### src/rtl/conv_pkg.sv
// Shared types and helpers for the 3x3 streaming convolution engine.
// Kernel/state typedefs, accumulator sizing and saturation.
package conv_pkg;

   localparam int DEF_PIX_W  = 8;
   localparam int DEF_COEF_W = 8;
   localparam int DEF_OUT_W  = 16;

   typedef logic signed [DEF_COEF_W-1:0] coef_t;
   typedef coef_t [0:2][0:2] kernel_t;

   typedef enum logic [1:0] {IDLE, RUN, DRAIN, DONE} state_t;

   // Adder-tree width: 9 exact products never overflow this.
   function automatic int acc_w(input int pix_w, input int coef_w);
      return pix_w + coef_w + 5;
   endfunction

   // Clamp a wide signed value into the range of an ow-bit signed word.
   function automatic logic signed [31:0] sat_narrow(
      input logic signed [31:0] v,
      input int                 ow
   );
      logic signed [31:0] hi;
      logic signed [31:0] lo;
      hi = (32'sd1 <<< (ow - 1)) - 32'sd1;
      lo = -hi - 32'sd1;
      if (v > hi) return hi;
      else if (v < lo) return lo;
      else return v;
   endfunction

endpackage

### src/rtl/conv_window_3x3.sv
// Line buffers, raster counters and 3x3 sliding window.
// Window element r*3+c holds p[y-2+r][x-2+c] for the last accepted pixel.
module conv_window_3x3
   import conv_pkg::*;
#(
   parameter int MAX_WIDTH  = 64,
   parameter int MAX_HEIGHT = 64,
   parameter int PIX_W      = DEF_PIX_W
) (
   input  logic                              clk,
   input  logic                              rst,
   input  logic                              clr,
   input  logic                              en,
   input  logic                              accept,
   input  logic [PIX_W-1:0]                  pix,
   input  logic [$clog2(MAX_WIDTH+1)-1:0]    width,
   input  logic [$clog2(MAX_HEIGHT+1)-1:0]   height,
   output logic [8:0][PIX_W-1:0]             win,
   output logic                              win_valid,
   output logic                              last
);

   localparam int WW = $clog2(MAX_WIDTH + 1);
   localparam int HW = $clog2(MAX_HEIGHT + 1);
   localparam int AW = $clog2(MAX_WIDTH);

   logic [WW-1:0]    x;
   logic [HW-1:0]    y;
   logic [PIX_W-1:0] lb0 [MAX_WIDTH];
   logic [PIX_W-1:0] lb1 [MAX_WIDTH];
   logic [AW-1:0]    xi;
   logic             x_end;
   logic             y_end;
   logic             interior;

   assign xi       = x[AW-1:0];
   assign x_end    = (x == width - WW'(1));
   assign y_end    = (y == height - HW'(1));
   assign interior = (x >= WW'(2)) && (y >= HW'(2));
   assign last     = accept && x_end && y_end;

   // Raster position of the next pixel; restarts at each frame.
   always_ff @(posedge clk) begin
      if (rst || clr) begin
         x <= '0;
         y <= '0;
      end else if (accept) begin
         if (x_end) begin
            x <= '0;
            y <= y + HW'(1);
         end else begin
            x <= x + WW'(1);
         end
      end
   end

   // Line buffers: lb0 holds row y-1, lb1 holds row y-2 at column x.
   always_ff @(posedge clk) begin
      if (accept) begin
         lb1[xi] <= lb0[xi];
         lb0[xi] <= pix;
      end
   end

   // Shift a new column into the window; flag interior positions.
   always_ff @(posedge clk) begin
      if (rst) begin
         win       <= '0;
         win_valid <= 1'b0;
      end else if (en) begin
         win_valid <= accept && interior;
         if (accept) begin
            for (int r = 0; r < 3; r++) begin
               win[r*3+0] <= win[r*3+1];
               win[r*3+1] <= win[r*3+2];
            end
            win[2] <= lb1[xi];
            win[5] <= lb0[xi];
            win[8] <= pix;
         end
      end
   end

endmodule

### src/rtl/conv2d_stream_engine.sv
// Streaming 3x3 valid-mode convolution with loadable kernel,
// optional ReLU and saturating output, full valid/ready flow control.
module conv2d_stream_engine
   import conv_pkg::*;
#(
   parameter int MAX_WIDTH  = 64,
   parameter int MAX_HEIGHT = 64,
   parameter int PIX_W      = DEF_PIX_W,
   parameter int COEF_W     = DEF_COEF_W,
   parameter int OUT_W      = DEF_OUT_W
) (
   input  logic                              clk,
   input  logic                              rst,
   input  logic                              start,
   input  logic [$clog2(MAX_WIDTH+1)-1:0]    cfg_width,
   input  logic [$clog2(MAX_HEIGHT+1)-1:0]   cfg_height,
   input  logic                              relu_en,
   input  logic                              coef_we,
   input  logic [3:0]                        coef_addr,
   input  logic signed [COEF_W-1:0]          coef_data,
   input  logic                              s_valid,
   output logic                              s_ready,
   input  logic [PIX_W-1:0]                  s_data,
   output logic                              m_valid,
   input  logic                              m_ready,
   output logic signed [OUT_W-1:0]           m_data,
   output logic                              busy,
   output logic                              done
);

   localparam int WW    = $clog2(MAX_WIDTH + 1);
   localparam int HW    = $clog2(MAX_HEIGHT + 1);
   localparam int ACC_W = acc_w(PIX_W, COEF_W);
   localparam int PW    = PIX_W + 1 + COEF_W;

   state_t                    state;
   state_t                    state_nxt;
   logic [WW-1:0]             width_q;
   logic [HW-1:0]             height_q;
   logic                      relu_q;
   kernel_t                   kern;
   logic                      en;
   logic                      accept;
   logic                      clr;
   logic                      last;
   logic                      cfg_ok;
   logic [8:0][PIX_W-1:0]     win;
   logic                      win_valid;
   logic signed [PW-1:0]      prod [9];
   logic                      v2;
   logic signed [ACC_W-1:0]   sum_c;
   logic signed [ACC_W-1:0]   sum_q;
   logic                      v3;
   logic signed [ACC_W-1:0]   act_c;

   assign en      = !m_valid || m_ready;
   assign s_ready = (state == RUN) && en;
   assign accept  = s_valid && s_ready;
   assign clr     = (state == IDLE) && start;
   assign busy    = (state == RUN) || (state == DRAIN);
   assign done    = (state == DONE);
   assign cfg_ok  = (cfg_width >= WW'(3)) && (cfg_width <= WW'(MAX_WIDTH))
                 && (cfg_height >= HW'(3)) && (cfg_height <= HW'(MAX_HEIGHT));

   conv_window_3x3 #(
      .MAX_WIDTH  (MAX_WIDTH),
      .MAX_HEIGHT (MAX_HEIGHT),
      .PIX_W      (PIX_W)
   ) u_window (
      .clk       (clk),
      .rst       (rst),
      .clr       (clr),
      .en        (en),
      .accept    (accept),
      .pix       (s_data),
      .width     (width_q),
      .height    (height_q),
      .win       (win),
      .win_valid (win_valid),
      .last      (last)
   );

   // State register.
   always_ff @(posedge clk) begin
      if (rst) state <= IDLE;
      else     state <= state_nxt;
   end

   // Next-state: bad frame sizes skip straight to DONE.
   always_comb begin
      state_nxt = state;
      case (state)
         IDLE:  if (start) state_nxt = cfg_ok ? RUN : DONE;
         RUN:   if (last) state_nxt = DRAIN;
         DRAIN: if (!(win_valid || v2 || v3 || m_valid)) state_nxt = DONE;
         DONE:  state_nxt = IDLE;
         default: state_nxt = IDLE;
      endcase
   end

   // Frame configuration and kernel, writable only while idle.
   always_ff @(posedge clk) begin
      if (rst) begin
         width_q  <= '0;
         height_q <= '0;
         relu_q   <= 1'b0;
         kern     <= '0;
      end else if (state == IDLE) begin
         if (start) begin
            width_q  <= cfg_width;
            height_q <= cfg_height;
            relu_q   <= relu_en;
         end
         if (coef_we) begin
            for (int r = 0; r < 3; r++)
               for (int c = 0; c < 3; c++)
                  if (coef_addr == 4'(r*3+c)) kern[r][c] <= coef_data;
         end
      end
   end

   // Multiply stage: unsigned pixels become non-negative signed operands.
   always_ff @(posedge clk) begin
      if (rst) begin
         v2 <= 1'b0;
         for (int i = 0; i < 9; i++) prod[i] <= '0;
      end else if (en) begin
         v2 <= win_valid;
         for (int r = 0; r < 3; r++)
            for (int c = 0; c < 3; c++)
               prod[r*3+c] <= PW'($signed({1'b0, win[r*3+c]}))
                            * PW'($signed(kern[r][c]));
      end
   end

   // Adder tree over the nine products.
   always_comb begin
      sum_c = '0;
      for (int i = 0; i < 9; i++) sum_c = sum_c + ACC_W'(prod[i]);
   end

   // Sum register.
   always_ff @(posedge clk) begin
      if (rst) begin
         v3    <= 1'b0;
         sum_q <= '0;
      end else if (en) begin
         v3    <= v2;
         sum_q <= sum_c;
      end
   end

   // ReLU precedes saturation.
   always_comb begin
      act_c = sum_q;
      if (relu_q && sum_q < 0) act_c = '0;
   end

   // Output register; holds while downstream stalls.
   always_ff @(posedge clk) begin
      if (rst) begin
         m_valid <= 1'b0;
         m_data  <= '0;
      end else if (en) begin
         m_valid <= v3;
         if (v3) m_data <= OUT_W'(sat_narrow(32'(act_c), OUT_W));
      end
   end

endmodule

### config.mk
export PLATFORM = sky130hd
export DESIGN_NAME = conv2d_stream_engine
export DESIGN_NICKNAME = d
export VERILOG_FILES = /design/src/rtl/conv_pkg.sv /design/src/rtl/conv_window_3x3.sv /design/src/rtl/conv2d_stream_engine.sv
export SDC_FILE = /design/constraint.sdc
export NUM_CORES = 2
export LEC_CHECK = 0
export BUFFER_PORTS_ARGS = -buffer_cell sky130_fd_sc_hd__buf_2
export CAP_MARGIN = 5
export CORE_MARGIN = 2
export CORE_UTILIZATION = 40
export CTS_CLUSTER_DIAMETER = 120
export DETAILED_ROUTE_END_ITERATION = 7
export MAX_ROUTING_LAYER = met4
export REMOVE_ABC_BUFFERS = 1
export SLEW_MARGIN = 30
export SYNTH_ARGS = -nofsm -noshare
export SYNTH_HDL_FRONTEND = slang
export SYNTH_SLANG_ARGS = --single-unit
### constraint.sdc
create_clock -name clk -period 9.7 [get_ports clk]
set_input_delay 1.94 -clock clk [delete_from_list [all_inputs] [get_ports clk]]
set_output_delay 1.94 -clock clk [all_outputs]
set_load 0.01 [all_outputs]
Word level (Yosys, flattened, before mapping)
Memories as Yosys holds them, arrays and structs flattened. A register that Yosys moved wholly into a read port is not among the register bits. Index checks and enable logic that the tools add are counted.

Logic and storage cells: 148. Latch bits: 0. Input port bits: 41. Register bits: 208. ROM bits: 0. Bits in writable memories: 1177. Memories kept: 3. Output and inout port bits: 20.

Muxes and demuxes: 27. Divide/modulo/power cells: 0. Add/sub/neg operators: 12. $mul: 9. Bitwise operators: 9. Shift operators: 0. Equality and inequality tests: 16. Reduce and logical (&&, ||, !) cells: 34. $lt $le $gt $ge: 9.

Memory list: u_window.lb0 (words 64, width 8, rd ports 1, clocked after memory_dff 1, write ports 1, RTL line conv_window_3x3.sv:29) `logic [PIX_W-1:0] lb0 [MAX_WIDTH];`; u_window.lb1 (words 64, width 8, rd ports 1, clocked after memory_dff 1, write ports 1, RTL line conv_window_3x3.sv:30) `logic [PIX_W-1:0] lb1 [MAX_WIDTH];`; prod (words 9, width 17, rd ports 9, clocked after memory_dff 0, write ports 9, RTL line conv2d_stream_engine.sv:49) `logic signed [PW-1:0] prod [9];`.

Operator list (count): $mul 9x8->17 (9); $mux 17 (9); $add 21x17->21 (4); $mux 16 (2); $reduce_and 3->1 (10); $ge 7x2->1 const B (4); $add 20x17->21 (1); $gt 21x16->1 const B (1); $lt 21x1->1 const B (1); $lt 21x16->1 const B (1); $mux 21 (1); $add 19x17->20 (1); $add 18x17->19 (1); $add 17x17->18 (1); $eq 4x3->1 const B (4); $add 7x1->7 const B (2); $eq 7x7->1 (2); $le 7x7->1 const B (2); $sub 7x1->7 const B (2); $mux 6 (2); $logic_and 1x1->1 (11); $or 1x1->1 (9); $eq 4x2->1 const B (2); $mux 2 (4); other kinds (13) (30).

Longest topological paths before layout
Depth in word-level cells: 8. Gate-level depth with buffers: 20. Depth with buffers taken out: 19.

Modules after synthesis
From an unflattened synthesis, not the netlist that was laid out.

Cells, all modules: 6020. Area total of the unflattened synthesis: 77199.0 µm².

By module, submodules not included: conv_window_3x3 (sequential area each 32611.3 µm², area each 43362.8 µm², times used 1, cells an instance 2410); conv2d_stream_engine (sequential area each 7176.9 µm², area each 33836.2 µm², times used 1, cells an instance 3610).

Least setup slack after synthesis
Ideal clock, no wire load.

Path type: input -> register. Start: input port m_ready. End: memory prod[0][0] (netlist name) (enable). Cell stages on the path: 3. Setup time: 0.506 ns. Arrival: 5.198 ns. Setup slack: 3.995 ns. Path buffers: 0. Required time: 9.194 ns. Path through: nand2b_1 nor2_1 inv_1.

RTL lines: start: declaration (RTL line conv2d_stream_engine.sv:25) `input logic m_ready,`; end: declaration (RTL line conv2d_stream_engine.sv:49).

==> metrics.txt <==
area leader, netlist=edfxtp_1; CP required=10240 ps; port bufs=60; status=complete, no violations; CTS tree=yes; synthesized cell area=76800 um^2; FMAX=202 MHz; critical-path cell list=nand2_1 > fa_1 > inv_1 > fa_1 > fa_1 > inv_1 > fa_1 > inv_1 > ha_1 > nor2b_1 > o21ai_0 > nand2b_1 > a2111oi_0 > o211ai_1 > a211o_1; Async S/R FF share, synth=0%; Hold EP=sum_q[10]; hold_buf cts=0; R2R depth=15; GRT Total Usage=20.7%; Post-synth top cells=1177 x edfxtp_1, 709 x inv_1, 455 x fa_1, 447 x nand2_1, 419 x ha_1; sequential fraction of the synthesis area=51.8%; top_reg_cell synth=edfxtp_1; skew final=59.6 ps; DIE WIDTH=442 um; Synth cell types=69; final core occ=44.8%; Final Critical Period=4950 ps; critical path launch point=u_window.win[43]; Syn Inst Count=5953; CTS H-tree lvls=4; crit-path max cell delay=740 ps; Placeable Area=191000 um^2; crit path launch type=flip-flop; launch point of the worst reg-to-reg path=u_window.win[43]; violation count after the first detailed-route iteration=3870; post-detailed-route wirelength per cell=22.6 um; Reg clk slew, reported paths=60 ps; Worst path slowest cell=a2111oi_0; post-route cell area=85400 um^2; CP bufs+invs=3; Tcrit/Tclk final=51.0%; CTS Buffer Depth=3; DR top layer=met4; Power Density=168 nW/um^2; DRC viols=0; routability congestion estimate=0.892; post-cts resize count=0; delay-heaviest family, CP=adder cells; #FFs+latches synth=1399; setup TNS=0 ps; Reg2Reg Setup Slack=4750 ps; CP Max Fanout=10; Hold Fails Final Rpt=0; largest net degree at the start of global routing=107; Slew @ Worst Pin=1020 ps; worst-skew pair later-pin latency=820 ps; Placed Area=80200 um^2; layout cells sized above 1=10.6%; num rows=160; DIE AREA=196000 um^2; met3 wire length=12500 um; vias in the first global route=47.5k; Num CTS Buffers=152; Setup CP Type=flip-flop to flip-flop; Detailed Route WL=195000 um; synth warn=0; Post-DRT Antenna Nets=0; # Max-Cap Violations=0; initial antenna violation count=8; area share of the largest cell type after synthesis=46.0%; DR vias=46.2k; top-count cell post-synth=edfxtp_1; final setup fails=0; CP arrival=5490 ps; global-route wire length before repair=299000 um; met2 wire len=91300 um; P_leak=0.0337 uW; DIE HEIGHT=442 um; Hold Path Class=flip-flop to flip-flop; VDD IR max=0.000163 V; HPWL Detailed=131000 um; Synth Area per Inst=12.9 um^2; Post-CTS Setup Inserts=0; WHS Path Cells=2; RSZ-0062 raised after global routing=false; root buf cell=clkbuf_16; DRT Pass-1 Iters=8; Total Nets Final=6926; most frequent CP cell=fa_1; # fillers=17.3k; Final Max Tran Viols=0; number of synthesized flops with an enable pin=1177; global route overflow=0; wire length on met1=85400 um; Rel. slew slack=31.9%; Reg-to-Reg End=prod[0][101]; CTS Sinks=1399; CP endpoint kind=flip-flop; Synth area leaders=edfxtp_1 46%, fa_1 12%, ha_1 6.8%; post-DR vias/cell=5.34; Worst Min Path Start=sum_q[10]; I/O pin cnt=61; synthesis-to-finish area growth=11.2%; Initial Util=40.3%; Tot Pwr=14400 uW
## layout make-up
cell class              count  area, um^2  area share (%)
flip-flops and latches   1399       39800            46.6
clock inverters            89        1100            1.29
well taps                2511        3140            3.68
inverters                 710        2670            3.13
clock buffers             192        4080            4.78
multi-input cells        3563       33300            39.0
diodes                      1        2.50         0.00293
repair buffers            185        1280            1.50
## logic make-up after synthesis
group | count (synthesis) | synth area share (%)
adder cells (fa/ha/maj) | 874 | 18.7
buffers and inverters | 991 | 4.98
AO/OA/AOI/OAI | 685 | 6.03
multiplexers | 425 | 8.09
flip-flops | 1399 | 51.8
XOR/XNOR | 102 | 1.16
AND/OR/NAND/NOR | 1477 | 9.26
## power by group
part / switching [uW] / internal, uW
Combinational: 1010 / 515
Clock: 2540 / 3430
Sequential: 153 / 6730
## metrics by stage
stage          instances  hold WS, ps  setup WS (ps)
3_3_place_gp        8366          441           4660
2_1_floorplan       5672          425           2640
5_1_grt             8649          494           4440
3_5_place_dp        8367          446           4610
6_report            8650          458           4750
4_1_cts             8648          460           4790
## layer usage
| metal | GRT usage, % | vias to the layer above |
|---|---|---|
| li1 | - | 20900 |
| met1 | 27.6 | 23600 |
| met2 | 32.5 | 1344 |
| met3 | 3.34 | 290 |
| met4 | 6.40 | 0 |
| met5 | - | - |
## cells in the final DEF (no fill, tap or decap), types with 202 or more instances in the layout
master,instances
and2_1,341
edfxtp_1,1177
a21oi_1,202
fa_1,455
nor2_1,380
ha_1,419
inv_1,708
mux2i_1,234
dfxtp_1,216
nand2_1,446
## flip-flops by register name (all words and copies together), names as in the netlist, named ones only
name                count
v3                      1
u_window.win           72
u_window.x              7
v2                      1
m_valid                 1
u_window.win_valid      1
width_q                 7
height_q                7
prod                  153
u_window.lb0          512
u_window.y              7
state                   2
relu_q                  1
m_data                 16
sum_q                  21
kern                   72
u_window.lb1          512
## worst max path at each step
stage	endpoint	slack [ps]	cells after the start
after floorplan	u_window.lb1[0][0]	2640	6
after detailed placement	u_window.y[6]	4610	9
after global placement	u_window.lb0[38][2]	4660	6
final	prod[0][101]	4750	15
after CTS	prod[0][101]	4790	15
after global routing	prod[0][50]	4440	14
## tightest hold or removal path, cell delays in order (launching register included)
cell     delay (ps)
dfxtp_1         330
nand2_1          50
o21ai_0          50
No activity file was read; power rests on OpenSTA's default activity.
